$ cat src/rtl/wb_timeout_bridge.sv
// wb_timeout_bridge: single-outstanding Wishbone pipelined bridge in front of a register block.
// Accepts one upstream request, presents it downstream (holding through stall), and returns
// exactly one upstream response. Define WB_BRIDGE_TIMEOUT_EN to add a watchdog that ends
// unacknowledged transactions with a bus error after TIMEOUT cycles in REQ+WAIT.
module wb_timeout_bridge #(
    parameter int unsigned ADDR_WIDTH = 8,
    parameter int unsigned TIMEOUT    = 255
) (
    input  logic                  clk_i,
    input  logic                  rst_i,
    // Upstream (interconnect) side
    input  logic                  s_cyc_i,
    input  logic                  s_stb_i,
    input  logic                  s_we_i,
    input  logic [3:0]            s_sel_i,
    input  logic [ADDR_WIDTH-1:0] s_adr_i,
    input  logic [31:0]           s_dat_i,
    output logic                  s_ack_o,
    output logic                  s_err_o,
    output logic                  s_rty_o,
    output logic                  s_stall_o,
    output logic [31:0]           s_dat_o,
    // Downstream (register block) side
    output logic                  m_cyc_o,
    output logic                  m_stb_o,
    output logic                  m_we_o,
    output logic [3:0]            m_sel_o,
    output logic [ADDR_WIDTH-1:0] m_adr_o,
    output logic [31:0]           m_dat_o,
    input  logic                  m_ack_i,
    input  logic                  m_err_i,
    input  logic                  m_rty_i,
    input  logic                  m_stall_i,
    input  logic [31:0]           m_dat_i,
    // Status
    output logic                  busy_o,
    output logic                  timeout_o
);

    typedef enum logic [1:0] {StIdle, StReq, StWait, StResp} state_t;

    state_t                  r_state;
    state_t                  w_state_next;
    logic                    r_we;
    logic [3:0]              r_sel;
    logic [ADDR_WIDTH-1:0]   r_adr;
    logic [31:0]             r_wdat;
    logic [31:0]             r_rdat;
    logic                    r_ack;
    logic                    r_err;
    logic                    r_rty;
    logic                    w_accept;
    logic                    w_active;
    logic                    w_rsp_any;
    logic                    w_take_rsp;
    logic                    w_expire;
    logic                    w_fire;

    assign w_active  = (r_state == StReq) || (r_state == StWait);
    assign w_rsp_any = m_ack_i | m_err_i | m_rty_i;

    // Next-state decode; abort beats response, response beats watchdog expiry.
    always_comb begin
        w_state_next = r_state;
        w_accept     = 1'b0;
        w_take_rsp   = 1'b0;
        w_fire       = 1'b0;
        case (r_state)
            StIdle: begin
                if (s_cyc_i && s_stb_i) begin
                    w_accept     = 1'b1;
                    w_state_next = StReq;
                end
            end
            StReq: begin
                if (!s_cyc_i) begin
                    w_state_next = StIdle;
                end else if (!m_stall_i && w_rsp_any) begin
                    w_take_rsp   = 1'b1;
                    w_state_next = StResp;
                end else if (w_expire) begin
                    w_fire       = 1'b1;
                    w_state_next = StResp;
                end else if (!m_stall_i) begin
                    w_state_next = StWait;
                end
            end
            StWait: begin
                if (!s_cyc_i) begin
                    w_state_next = StIdle;
                end else if (w_rsp_any) begin
                    w_take_rsp   = 1'b1;
                    w_state_next = StResp;
                end else if (w_expire) begin
                    w_fire       = 1'b1;
                    w_state_next = StResp;
                end
            end
            StResp: begin
                w_state_next = StIdle;
            end
            default: begin
                w_state_next = StIdle;
            end
        endcase
    end

    // State register.
    always_ff @(posedge clk_i) begin
        if (rst_i) begin
            r_state <= StIdle;
        end else begin
            r_state <= w_state_next;
        end
    end

    // Request fields are captured on accept and held until the next accept.
    always_ff @(posedge clk_i) begin
        if (rst_i) begin
            r_we   <= 1'b0;
            r_sel  <= '0;
            r_adr  <= '0;
            r_wdat <= '0;
        end else if (w_accept) begin
            r_we   <= s_we_i;
            r_sel  <= s_sel_i;
            r_adr  <= s_adr_i;
            r_wdat <= s_dat_i;
        end
    end

    // Response kind and data; err > rty > ack when several arrive together.
    always_ff @(posedge clk_i) begin
        if (rst_i) begin
            r_ack  <= 1'b0;
            r_err  <= 1'b0;
            r_rty  <= 1'b0;
            r_rdat <= '0;
        end else if (w_take_rsp) begin
            r_err  <= m_err_i;
            r_rty  <= !m_err_i && m_rty_i;
            r_ack  <= !m_err_i && !m_rty_i && m_ack_i;
            r_rdat <= m_dat_i;
        end else if (w_fire) begin
            r_err  <= 1'b1;
            r_rty  <= 1'b0;
            r_ack  <= 1'b0;
            r_rdat <= '0;
        end
    end

`ifdef WB_BRIDGE_TIMEOUT_EN
    localparam int unsigned     CntW    = $clog2(TIMEOUT + 1);
    localparam logic [CntW-1:0] CntLast = CntW'(TIMEOUT - 1);
    localparam logic [CntW-1:0] CntMax  = CntW'(TIMEOUT);

    logic [CntW-1:0] r_cnt;
    logic            r_tmo;

    // Watchdog counter: cleared on accept, counts REQ+WAIT cycles, saturates.
    always_ff @(posedge clk_i) begin
        if (rst_i) begin
            r_cnt <= '0;
        end else if (w_accept) begin
            r_cnt <= '0;
        end else if (w_active && (r_cnt != CntMax)) begin
            r_cnt <= r_cnt + 1'b1;
        end
    end

    // Expiry is flagged on the edge where the counter would reach TIMEOUT.
    assign w_expire = w_active && (r_cnt == CntLast);

    // Remembers that the pending response came from the watchdog.
    always_ff @(posedge clk_i) begin
        if (rst_i) begin
            r_tmo <= 1'b0;
        end else if (w_take_rsp) begin
            r_tmo <= 1'b0;
        end else if (w_fire) begin
            r_tmo <= 1'b1;
        end
    end

    assign timeout_o = (r_state == StResp) && r_tmo;
`else
    assign w_expire  = 1'b0;
    assign timeout_o = 1'b0;
`endif

    if ((TIMEOUT < 1) || (TIMEOUT > 65535)) begin : g_bad_timeout
        $error("wb_timeout_bridge: TIMEOUT must be in 1..65535");
    end

    assign m_cyc_o   = w_active;
    assign m_stb_o   = (r_state == StReq);
    assign m_we_o    = r_we;
    assign m_sel_o   = r_sel;
    assign m_adr_o   = r_adr;
    assign m_dat_o   = r_wdat;
    assign s_stall_o = (r_state != StIdle);
    assign busy_o    = (r_state != StIdle);
    assign s_ack_o   = (r_state == StResp) && r_ack;
    assign s_err_o   = (r_state == StResp) && r_err;
    assign s_rty_o   = (r_state == StResp) && r_rty;
    assign s_dat_o   = r_rdat;

endmodule
$ cat config.mk
export PLATFORM = sky130hd
export DESIGN_NAME = wb_timeout_bridge
export DESIGN_NICKNAME = d
export VERILOG_FILES = /design/src/rtl/wb_timeout_bridge.sv
export SDC_FILE = /design/constraint.sdc
export NUM_CORES = 1
export LEC_CHECK = 0
export BUFFER_PORTS_ARGS = -buffer_cell sky130_fd_sc_hd__buf_2
export CAP_MARGIN = 20
export CORE_MARGIN = 2
export CORE_UTILIZATION = 26
export CTS_BUF_LIST = sky130_fd_sc_hd__clkbuf_2 sky130_fd_sc_hd__clkbuf_4 sky130_fd_sc_hd__clkbuf_8
export DETAILED_ROUTE_END_ITERATION = 7
export MAX_ROUTING_LAYER = met4
export PLACE_DENSITY_LB_ADDON = 0.25
export SYNTH_ARGS = -nofsm -noshare
export SYNTH_HDL_FRONTEND = slang
export SYNTH_SLANG_ARGS = --single-unit
$ cat constraint.sdc
create_clock -name clk_i -period 2.4 [get_ports clk_i]
set_input_delay 0.36 -clock clk_i [delete_from_list [all_inputs] [get_ports clk_i]]
set_output_delay 0.36 -clock clk_i [all_outputs]
set_load 0.03 [all_outputs]
**Word level (Yosys, flattened, before mapping)**

Cells that the tools add are included.

- Register bits: 82
- Input bits: 85
- Output and inout bits: 85

- Equal/unequal tests: 6
- Multiplexer cells: 18
- Bitwise operators: 2
- Reduce and logical (&&, ||, !) cells: 15

Operators by type and width:

| cell | number |
|---|---|
| $mux W32 | 1 |
| $mux W2 | 6 |
| $mux W1 | 9 |
| $logic_and A1 B1 Y1 | 8 |
| $pmux W2 S4 | 1 |
| $eq A2 B2 Y1 const B | 2 |
| $ne A4 B3 Y1 const B | 1 |
| $logic_not A1 Y1 | 3 |
| $ne A3 B3 Y1 const B | 1 |
| $reduce_and A3 Y1 | 1 |
| $eq A2 B1 Y1 const B | 1 |
| $logic_not A2 Y1 | 1 |
| $ne A2 B2 Y1 const B | 1 |
| $or A1 B1 Y1 | 2 |
| $pmux W1 S2 | 1 |
| $reduce_bool A2 Y1 | 1 |
| $logic_or A1 B1 Y1 | 1 |

**Logic depth before layout (Yosys ltp)**

Gate-level depths: netlist (run 1).

- Depth in word-level cells: 7
- Depth in mapped cells: 8
- Depth with buffers taken out: 6

**Worst setup path before layout (run 1)**

No wires, ideal clock.

- Kind: reg-to-reg
- From: reg r_state[0]
- To: reg r_rdat[10], in the netlist s_dat_o[10]
- Library setup time: 0.114 ns
- Arrival time: 1.788 ns
- Data required time: 2.286 ns
- Setup slack: 0.497 ns
- Stages on the path, launching flop included: 9
- Buffers on the path: 2
- Cells stage by stage: dfxtp_1 inv_1 ha_1 nand2_2 or3_1 buf_6 buf_12 nand2_2 a21oi_2

- Word-level cells in the longest chain between the ends: 2

RTL lines:

| item | RTL line | RTL |
|---|---|---|
| start, declared | 42 | `state_t r_state;` |
| start signal, assigned | 111 | `r_state <= StIdle;` |
| start signal, assigned | 113 | `r_state <= w_state_next;` |
| $eq A2 B2 Y1 or $eq A2 B1 Y1 (tied branches) | 68 | `case (r_state)` |
| $pmux W1 S2 (*) | 68 |  |
| end signal, assigned | 143 | `r_rdat <= m_dat_i;` |
| end, declared | 48 | `logic [31:0] r_rdat;` |

Every way passes the cells marked *; elsewhere a longest branch is shown, timed or not.
A chain may end at the register's enable or synchronous reset.

**Worst setup path after layout (run 1)**

- From: reg r_state[1]
- To: reg r_rdat[28], in the netlist s_dat_o[28]

Same word-level chain as after synthesis.

==> results.md, run 1 <==
- DIE WIDTH: 117 µm
- Crit-path leading delay family: simple AND/OR/NAND/NOR gates
- WL final: roughly 8700 µm
- CTS Root Cell: clkbuf_8
- Setup CP Type: reg2reg
- Post-synth EDFFs: 0
- Area grow syn2layout: 32.5%
- CTS Buf Count: 9
- Fmax: slightly above 500 MHz
- Final worst path period need: between 1.5 and 2 ns
- Via density: 4.23
- Count of different cell masters after synthesis: 30
- All-Layer GR Usage: 13.6%
- CP Buf/Inv Count: 2
- Share of cells above drive strength 1: 47.4%
- Status: finished, final reports clean
- Global-route wire length before repair: 14800 µm
- Slew margin rel.: approximately two thirds
- Startpoint Class: register
- Via count: 3043
- Clock Latency Late Sink: 0.36 ns
- Least-Margin Pin Slew: 0.511 ns
- Total clock sinks: 82
- Final net count: roughly 630
- Synth Cell Area: 3340 µm²
- Final Setup Violations: 0
- Syn_area_per_cell: slightly below 9 µm²
- Synth area leader: dfxtp_1
- Slowest stage delay, CP: 0.45 ns
- Area contributors post-synth: dfxtp_1, nand2_1, a21oi_2
- Area share of the largest cell type after synthesis: 49.1%
- Fin Clk Skew: 0.00415 ns
- RSZ-0062 raised after global routing: false
- Die height: 117 µm
- Vias in the first global route: 3102
- Synth async-reset ratio: 0%
- Final Max Slew Viols: 0
- Synth Register Bits: approximately 80
- Initial Utilization: a little over a quarter
- Synthesized instance count: 383
- VDD IR max: ~0.00038 V
- Max-Cap Viols: 0
- Setup bufs post-CTS: 0
- Final period util: 82.1%
- Placed Area: 4250 µm²
- Worst hold margin: 0.224 ns
- Clock Path Buffers: 2
- CTS H-tree lvls: 3
- CTS resizes: 0
- Die ar.: 13800 µm²
- Clk pin slew, worst setup/hold paths: 0.09 ns
- CTS tree: done
- Fin area: 4430 µm²
- Drt pass-1 iters: 4
- Hold-fix buffers, CTS: 0
- Final ANT Viol Nets: 0
- Seq/Total Area, Yosys: 49.1%
- Critical Path RT: 2.65 ns
- Worst Setup End Kind: register
- Initial drt markers: about 120
- Crit Path Max Fanout: 33
- Gr ovfl total: 0
- CP arrival: 2.22 ns
- Port buffer count: 168
- Fin. Hold Viols: 0
- Post-synthesis net count: between 400 and 500
- DR WL/cell: 12.1 µm
- Pwr Total: just under 3 mW
- # rows: 41
- HPWL after detailed placement: 6270 µm
- Crit-path cells: inv_1 -> ha_1 -> nand2_2 -> or3_2 -> buf_4 -> nand2_2 -> a21oi_2
- Leak Pwr: 1.94 nW
- Worst hold path class: in2reg
- Core ar.: 12600 µm²
- Critical path's slowest cell: or3_2
- Antenna violations before repair: 1
- GPL Wtd Cong: 0.718
- Pwr/cell area: between 600 and 700 nW/µm²
- Setup_tns: 0 ns
- Pin count of the biggest net entering global routing: 36
- Util after Layout: 35.3%
- CP dominant cell by count: nand2_2
- Top Ports: 170
- Syn. warnings: 0
- Ys flop type: dfxtp_1
- Residual DRC count: 0
==> metrics by stage <==
stage / cells / setup slack (ns)
floorplan: 383 / 0.497
global placement: 702 / 0.466
detailed placement: 702 / 0.437
CTS: 718 / 0.422
global route: 719 / 0.308
finish: 719 / 0.428
==> placed cells by master (no fill, tap or decap), types with 2 or more instances in the layout <==
master / count
a21oi_1: 52
a21oi_2: 30
and2_1: 3
buf_12: 3
buf_2: 167
buf_4: 5
clkbuf_8: 9
clkinv_4: 2
clkinvlp_4: 2
dfxtp_1: 82
ha_1: 5
inv_1: 4
inv_6: 2
nand2_1: 127
nand2_2: 31
nor2_1: 3
nor3_1: 2
nor3_4: 2
==> sequential cells by signal, indices dropped and copies added (netlist names) <==
name,cells
m_dat_o,32
s_dat_o,32
m_adr_o,8
m_sel_o,4
r_state,2
m_we_o,1
r_ack,1
r_err,1
r_rty,1
==> cell type report <==
| class | instances | area (µm²) |
|---|---|---|
| Fill cell | 1358 | 8140 |
| Clock inverter | 6 | 50.0 |
| Antenna cell | 1 | 2.50 |
| Tap cell | 172 | 215 |
| Timing Repair Buffer | 175 | 933 |
| Sequential cell | 82 | 1640 |
| Inverter | 4 | 15.0 |
| Multi-Input combinational cell | 269 | 1440 |
| Clock buffer | 10 | 131 |
==> layer usage <==
| metal | track usage [%] | share of wire, % |
|---|---|---|
| met5 | - | 0 |
| met4 | 6.17 | 2.2 |
| met3 | 4.33 | 8.6 |
| met2 | 20.5 | 44 |
| met1 | 16.7 | 46 |
==> path summary, 6_finish.rpt <==
check                           slack [ns]                  endpoint                    start  cells past startpoint
worst max-delay path                  0.43  s_dat_o[28]$_SDFFE_PP0P_  r_state[1]$_SDFFE_PP0P_                      7
worst min-delay path                  0.22  m_dat_o[11]$_SDFFE_PP0P_              s_dat_i[11]                      3
worst max register to register        0.43  s_dat_o[28]$_SDFFE_PP0P_  r_state[1]$_SDFFE_PP0P_                      7
worst min register to register        0.45   m_dat_o[2]$_SDFFE_PP0P_  m_dat_o[2]$_SDFFE_PP0P_                      2
==> worst min-delay path, stage by stage <==
cell	delay, ns
buf_2	0.10
nand2_1	0.04
a21oi_1	0.05
==> cell usage after synthesis (3+ instances only) <==
cell type and count:
nor2_1 3, inv_1 4, a21oi_2 30, buf_2 6, a21oi_1 52, clkbuf_1 8, and2_1 3, clkbuf_8 7
dfxtp_1 82, nand2_2 31, nand2_1 127, buf_12 3, ha_1 5
==> cell families (layout without fill, tap and decap cells) <==
family | after synthesis | in the layout | synth area share, %
AO/OA/AOI/OAI | 88 | 88 | 17.4
AND/OR/NAND/NOR | 175 | 175 | 23.5
adder cells (fa/ha/maj) | 5 | 5 | 1.87
buffers and inverters | 32 | 195 | 8.04
other | 1 | 2 | 0.112
flip-flops | 82 | 82 | 49.1
==> where the power goes <==
part	internal, mW	switching [mW]
sequential	1.43	0.0354
combinational	0.187	0.369
clock	0.398	0.532
No activity file was read; power rests on OpenSTA's default activity.
==> run 2: changes to the inputs <==
==> constraint.sdc (replaced) <==
create_clock -name clk_i -period 1.9 [get_ports clk_i]
set_input_delay 0.285 -clock clk_i [delete_from_list [all_inputs] [get_ports clk_i]]
set_output_delay 0.285 -clock clk_i [all_outputs]
set_load 0.03 [all_outputs]
==> results.md, run 2 (synthesis results as in run 1) <==
- Most common cell after layout, fill and taps aside: buf_2
- VDD IR max: roughly 0.00038 V
- CP arrival: a little under 2 ns
- Startpoint Class: register
- Drt pass-1 iters: 4
- CTS H-tree lvls: 3
- Clock Path Buffers: 2
- Fmax: between 500 and 600 MHz
- Crit Path Max Fanout: 16
- Clock Latency Late Sink: 0.37 ns
- CTS tree: done
- Vias in the first global route: 3093
- Initial drt markers: 142
- GPL Wtd Cong: just over 0.7
- Port buffer count: about 170
- Via density: 4.23
- Inserted Diodes: 0
- Crit-path cells: inv_1 -> ha_2 -> nand2_2 -> or3_4 -> clkbuf_16 -> nand2_2 -> a21oi_2
- Worst Setup End Kind: register
- Fin. Hold Viols: 0
- Area grow syn2layout: 35.5%
- Max-Cap Viols: 0
- CTS Root Cell: clkbuf_8
- Critical Path RT: 2.14 ns
- Final worst path period need: 1.73 ns
- CTS Buf Count: 9
- All-Layer GR Usage: about an eighth
- Critical path's slowest cell: or3_4
- CP dominant cell by count: nand2_2
- Initial Utilization: 26.6%
- Final Setup Violations: 0
- RSZ-0062 raised after global routing: false
- Final period util: about nine tenths
- Residual DRC count: 0
- # rows: just over 40
- Crit-path leading delay family: simple AND/OR/NAND/NOR gates
- Pwr Total: about 4 mW
- Setup_tns: 0 ns
- Via count: 3049
- Core ar.: 12600 µm²
- Most frequent cells in the layout: buf_2, nand2_1, dfxtp_1
- Final Max Slew Viols: 0
- Setup CP Type: reg2reg
- Slowest stage delay, CP: 0.43 ns
- Fin Clk Skew: 0.00525 ns
- Die height: between 100 and 150 µm
- CP Buf/Inv Count: 2
- Pwr/cell area: ~900 nW/µm²
- Total clock sinks: a little over 80
- Final net count: 633
- Top Ports: 170
- Share of cells above drive strength 1: a little under half
- Pin count of the biggest net entering global routing: 83
- WL final: 8910 µm
- Die ar.: 13800 µm²
- Leak Pwr: around 2 nW
- Status: finished, final reports clean
- HPWL after detailed placement: 6010 µm
- Final ANT Viol Nets: 0
- Global-route wire length before repair: 14600 µm
- Clk pin slew, worst setup/hold paths: 0.09 ns
- Worst hold path class: in2reg
- DR WL/cell: 12.4 µm
- Antenna violations before repair: 0
- DIE WIDTH: about 120 µm
- Gr ovfl total: 0
-- run 2: cell types whose count changed in the layout (fill, tap and decap cells not counted), sizes merged --
| cell | delta |
|---|---|
| diode | -1 |
| buf | +1 |
| bufinv | +2 |
| inv | -2 |
| clkbuf | +2 |
| clkinvlp | -1 |
-- run 2: worst register-to-register path: stages, from the launching register on --
cell	delay, ns
dfxtp_1	0.34
inv_1	0.08
ha_2	0.33
nand2_2	0.09
or3_4	0.43
clkbuf_16	0.21
nand2_2	0.09
a21oi_2	0.05
-- run 2: timing repair --
| item | CTS | global route |
|---|---|---|
| endpoints found under the setup margin | 0 | 33 |
| setup buffers | 0 | 0 |
| hold buffers | 0 | 0 |
| resized for setup | 0 | 1 |
-- run 2: layout make-up --
| type | instances | area [µm²] |
|---|---|---|
| clock buffer | 11 | 145 |
| clock inverter | 5 | 77.6 |
| fill | 1355 | 8040 |
| inverter | 4 | 15.0 |
| multi-input combinational | 269 | 1450 |
| sequential | 82 | 1640 |
| tap | 172 | 215 |
| timing repair buffer | 177 | 991 |
-- run 2: worst paths after layout --
| kind | from | end | slack [ns] | cells after the start |
|---|---|---|---|---|
| setup / recovery | r_state[0]$_SDFFE_PP0P_ | s_dat_o[18]$_SDFFE_PP0P_ | 0.17 | 7 |
| hold reg to reg | m_dat_o[18]$_SDFFE_PP0P_ | m_dat_o[18]$_SDFFE_PP0P_ | 0.45 | 2 |
| setup reg to reg | r_state[0]$_SDFFE_PP0P_ | s_dat_o[18]$_SDFFE_PP0P_ | 0.17 | 7 |
| hold / removal | s_dat_i[9] | m_dat_o[9]$_SDFFE_PP0P_ | 0.15 | 3 |
-- run 2: stage by stage --
stage / cells / area, µm² / util (%) / setup slack, ns / hold WS, ns
2_1_floorplan: 383 / 3350 / - / 0.0666 / 0.419
4_1_cts: 719 / 4500 / 35.8 / 0.0507 / 0.120
5_1_grt: 720 / 4530 / 36.1 / 0.0777 / 0.126
6_report: 720 / 4530 / 36.1 / 0.166 / 0.147
3_5_place_dp: 703 / 4280 / 34.1 / 0.0714 / 0.444
3_3_place_gp: 703 / 4280 / 34.1 / 0.116 / 0.439
-- run 2: per-layer routing --
layer / GRT usage, % / routed length [µm] / vias to the layer above
li1: - / - / 1550
met1: 16.3 / 4170 / 1371
met2: 20.2 / 3930 / 120
met3: 4.43 / 705 / 8
met4: 5.87 / 105 / 0
met5: - / 0 / -
-- run 2: power by group --
group / total [mW] / internal (mW) / switching (mW)
Sequential: 1.84 / 1.80 / 0.0431
Clock: 1.44 / 0.787 / 0.656
Combinational: 0.725 / 0.253 / 0.472
Total: 4.01 / 2.84 / 1.17
==> run 3: changes to the inputs <==
==> constraint.sdc (replaced) <==
create_clock -name clk_i -period 1.7 [get_ports clk_i]
set_input_delay 0.255 -clock clk_i [delete_from_list [all_inputs] [get_ports clk_i]]
set_output_delay 0.255 -clock clk_i [all_outputs]
set_load 0.03 [all_outputs]
==> results.md, run 3 (synthesis results as in run 1) <==
- Most common cell after layout, fill and taps aside: buf_2
- Startpoint Class: register
- Global-route wire length before repair: 14800 µm
- Fin. Hold Viols: 0
- All-Layer GR Usage: 13.6%
- Final ANT Viol Nets: 0
- Most frequent cells in the layout: buf_2, nand2_1, dfxtp_1
- HPWL after detailed placement: 6460 µm
- Vias in the first global route: a little over 3000
- Max layer used: met4
- Met3 routed wirelength: 715 µm
- Leak Pwr: 2.02 nW
- CTS Buf Count: 9
- RSZ-0062 raised after global routing: false
- Total clock sinks: 82
- Core ar.: between 10000 and 15000 µm²
- Antenna violations before repair: 0
- Final net count: 638
- CTS tree: done
- Worst Setup End Kind: output pin
- Area grow syn2layout: 37.0%
- Inserted Diodes: 0
- CTS H-tree lvls: 3
- Worst hold margin: 0.128 ns
- Pint: 2.95 mW
- Final worst path period need: roughly 1.6 ns
- VDD IR max: 0.000369 V
- Status: finished, final reports clean
- Fin Clk Skew: 0.0114 ns
- Worst hold path class: in2reg
- DIE WIDTH: about 120 µm
- Clock Latency Late Sink: 0.36 ns
- Crit Path Max Fanout: 3
- Share of cells above drive strength 1: 49.0%
- Via density: between 4 and 5
- Die height: around 120 µm
- Placed Cells: around 700
- Pwr/cell area: about 930 nW/µm²
- Setup CP Type: reg2out
- Setup bufs post-CTS: 0
- Switching fraction of total power: 30.4%
- Final period util: between 90% and 100%
- Clock power share: 31.2%
- Fmax: about 600 MHz
- Port buffer count: 168
- Clock Path Buffers: 2
- Die ar.: 13800 µm²
- Max-Cap Viols: 0
- Wire length on met1: 4290 µm
- Final Max Slew Viols: 0
- CP arrival: 1.36 ns
- Sequential share of power: 48.6%
- Initial Utilization: about a quarter
- Residual DRC count: 0
- CTS Root Cell: clkbuf_8
- Critical Path RT: roughly 1.4 ns
- DR WL/cell: 12.5 µm
- Combinational power share: between 20% and 30%
- # rows: between 40 and 50
- WL final: 9040 µm
- Hold-fix buffers, CTS: 0
- Wire length on met2: 3850 µm
- Pin count of the biggest net entering global routing: 34
- Layout Cells excl Fill: 725
- NetSw: ~1.3 mW
- Initial drt markers: 69
- GPL Wtd Cong: 0.707
- Gr ovfl total: 0
- Setup_tns: 0 ns
- Final Setup Violations: 0
- Top Ports: 170
- CTS resizes: 0
- Drt pass-1 iters: 4
- Clk pin slew, worst setup/hold paths: roughly 0.080 ns
- Via count: 3079
[run 3: per-layer routing]
metal	vias to the layer above	track usage (%)
met5	-	-
met4	0	6.10
met3	13	4.67
met2	123	19.8
met1	1383	17.1
li1	1560	-
[run 3: worst paths after layout]
check                                           endpoint  cells after the start  slack (ns)                     start
worst max register to register  s_dat_o[20]$_SDFFE_PP0P_                      7        0.12   r_state[0]$_SDFFE_PP0P_
worst max-delay path                             s_err_o                      4        0.08   r_state[0]$_SDFFE_PP0P_
worst min register to register  m_dat_o[13]$_SDFFE_PP0P_                      2        0.45  m_dat_o[13]$_SDFFE_PP0P_
worst min-delay path            m_dat_o[20]$_SDFFE_PP0P_                      3        0.13               s_dat_i[20]
[run 3: power by group through the flow]
| stage | Combinational (mW) | Sequential, mW | Clock [mW] |
|---|---|---|---|
| 2_1_floorplan | 0.387 | 2.28 | 0 |
| 3_3_place_gp | 0.842 | 2.10 | 0 |
| 3_5_place_dp | 0.851 | 2.11 | 0 |
| 4_1_cts | 0.855 | 2.06 | 1.38 |
| 5_1_grt | 0.930 | 2.08 | 1.48 |
| 6_report | 0.854 | 2.06 | 1.32 |
[run 3: critical path, cell delays in order, from the launching register on]
cell     delay, ns
dfxtp_2       0.33
buf_4         0.14
ha_1          0.22
and2_1        0.16
buf_2         0.17
[run 3: cell type report]
class                   instances  area [µm²]
fillers                      1348        7990
flip-flops and latches         82        1640
multi-input cells             269        1460
repair buffers                182        1070
well taps                     172         215
clock buffers                  12         159
clock inverters                 4        26.3
inverters                       4        15.0
[run 3: metrics by stage]
step | cell area [µm²] | total power, mW | utilization (%) | worst slack (ns)
2_1_floorplan | 3360 | 2.66 | - | 0.0270
4_1_cts | 4550 | 4.30 | 36.2 | 0.0125
5_1_grt | 4580 | 4.48 | 36.5 | 0.00481
3_5_place_dp | 4370 | 2.96 | 34.8 | 0.0142
3_3_place_gp | 4370 | 2.95 | 34.8 | 0.0430
6_report | 4580 | 4.24 | 36.5 | 0.0820
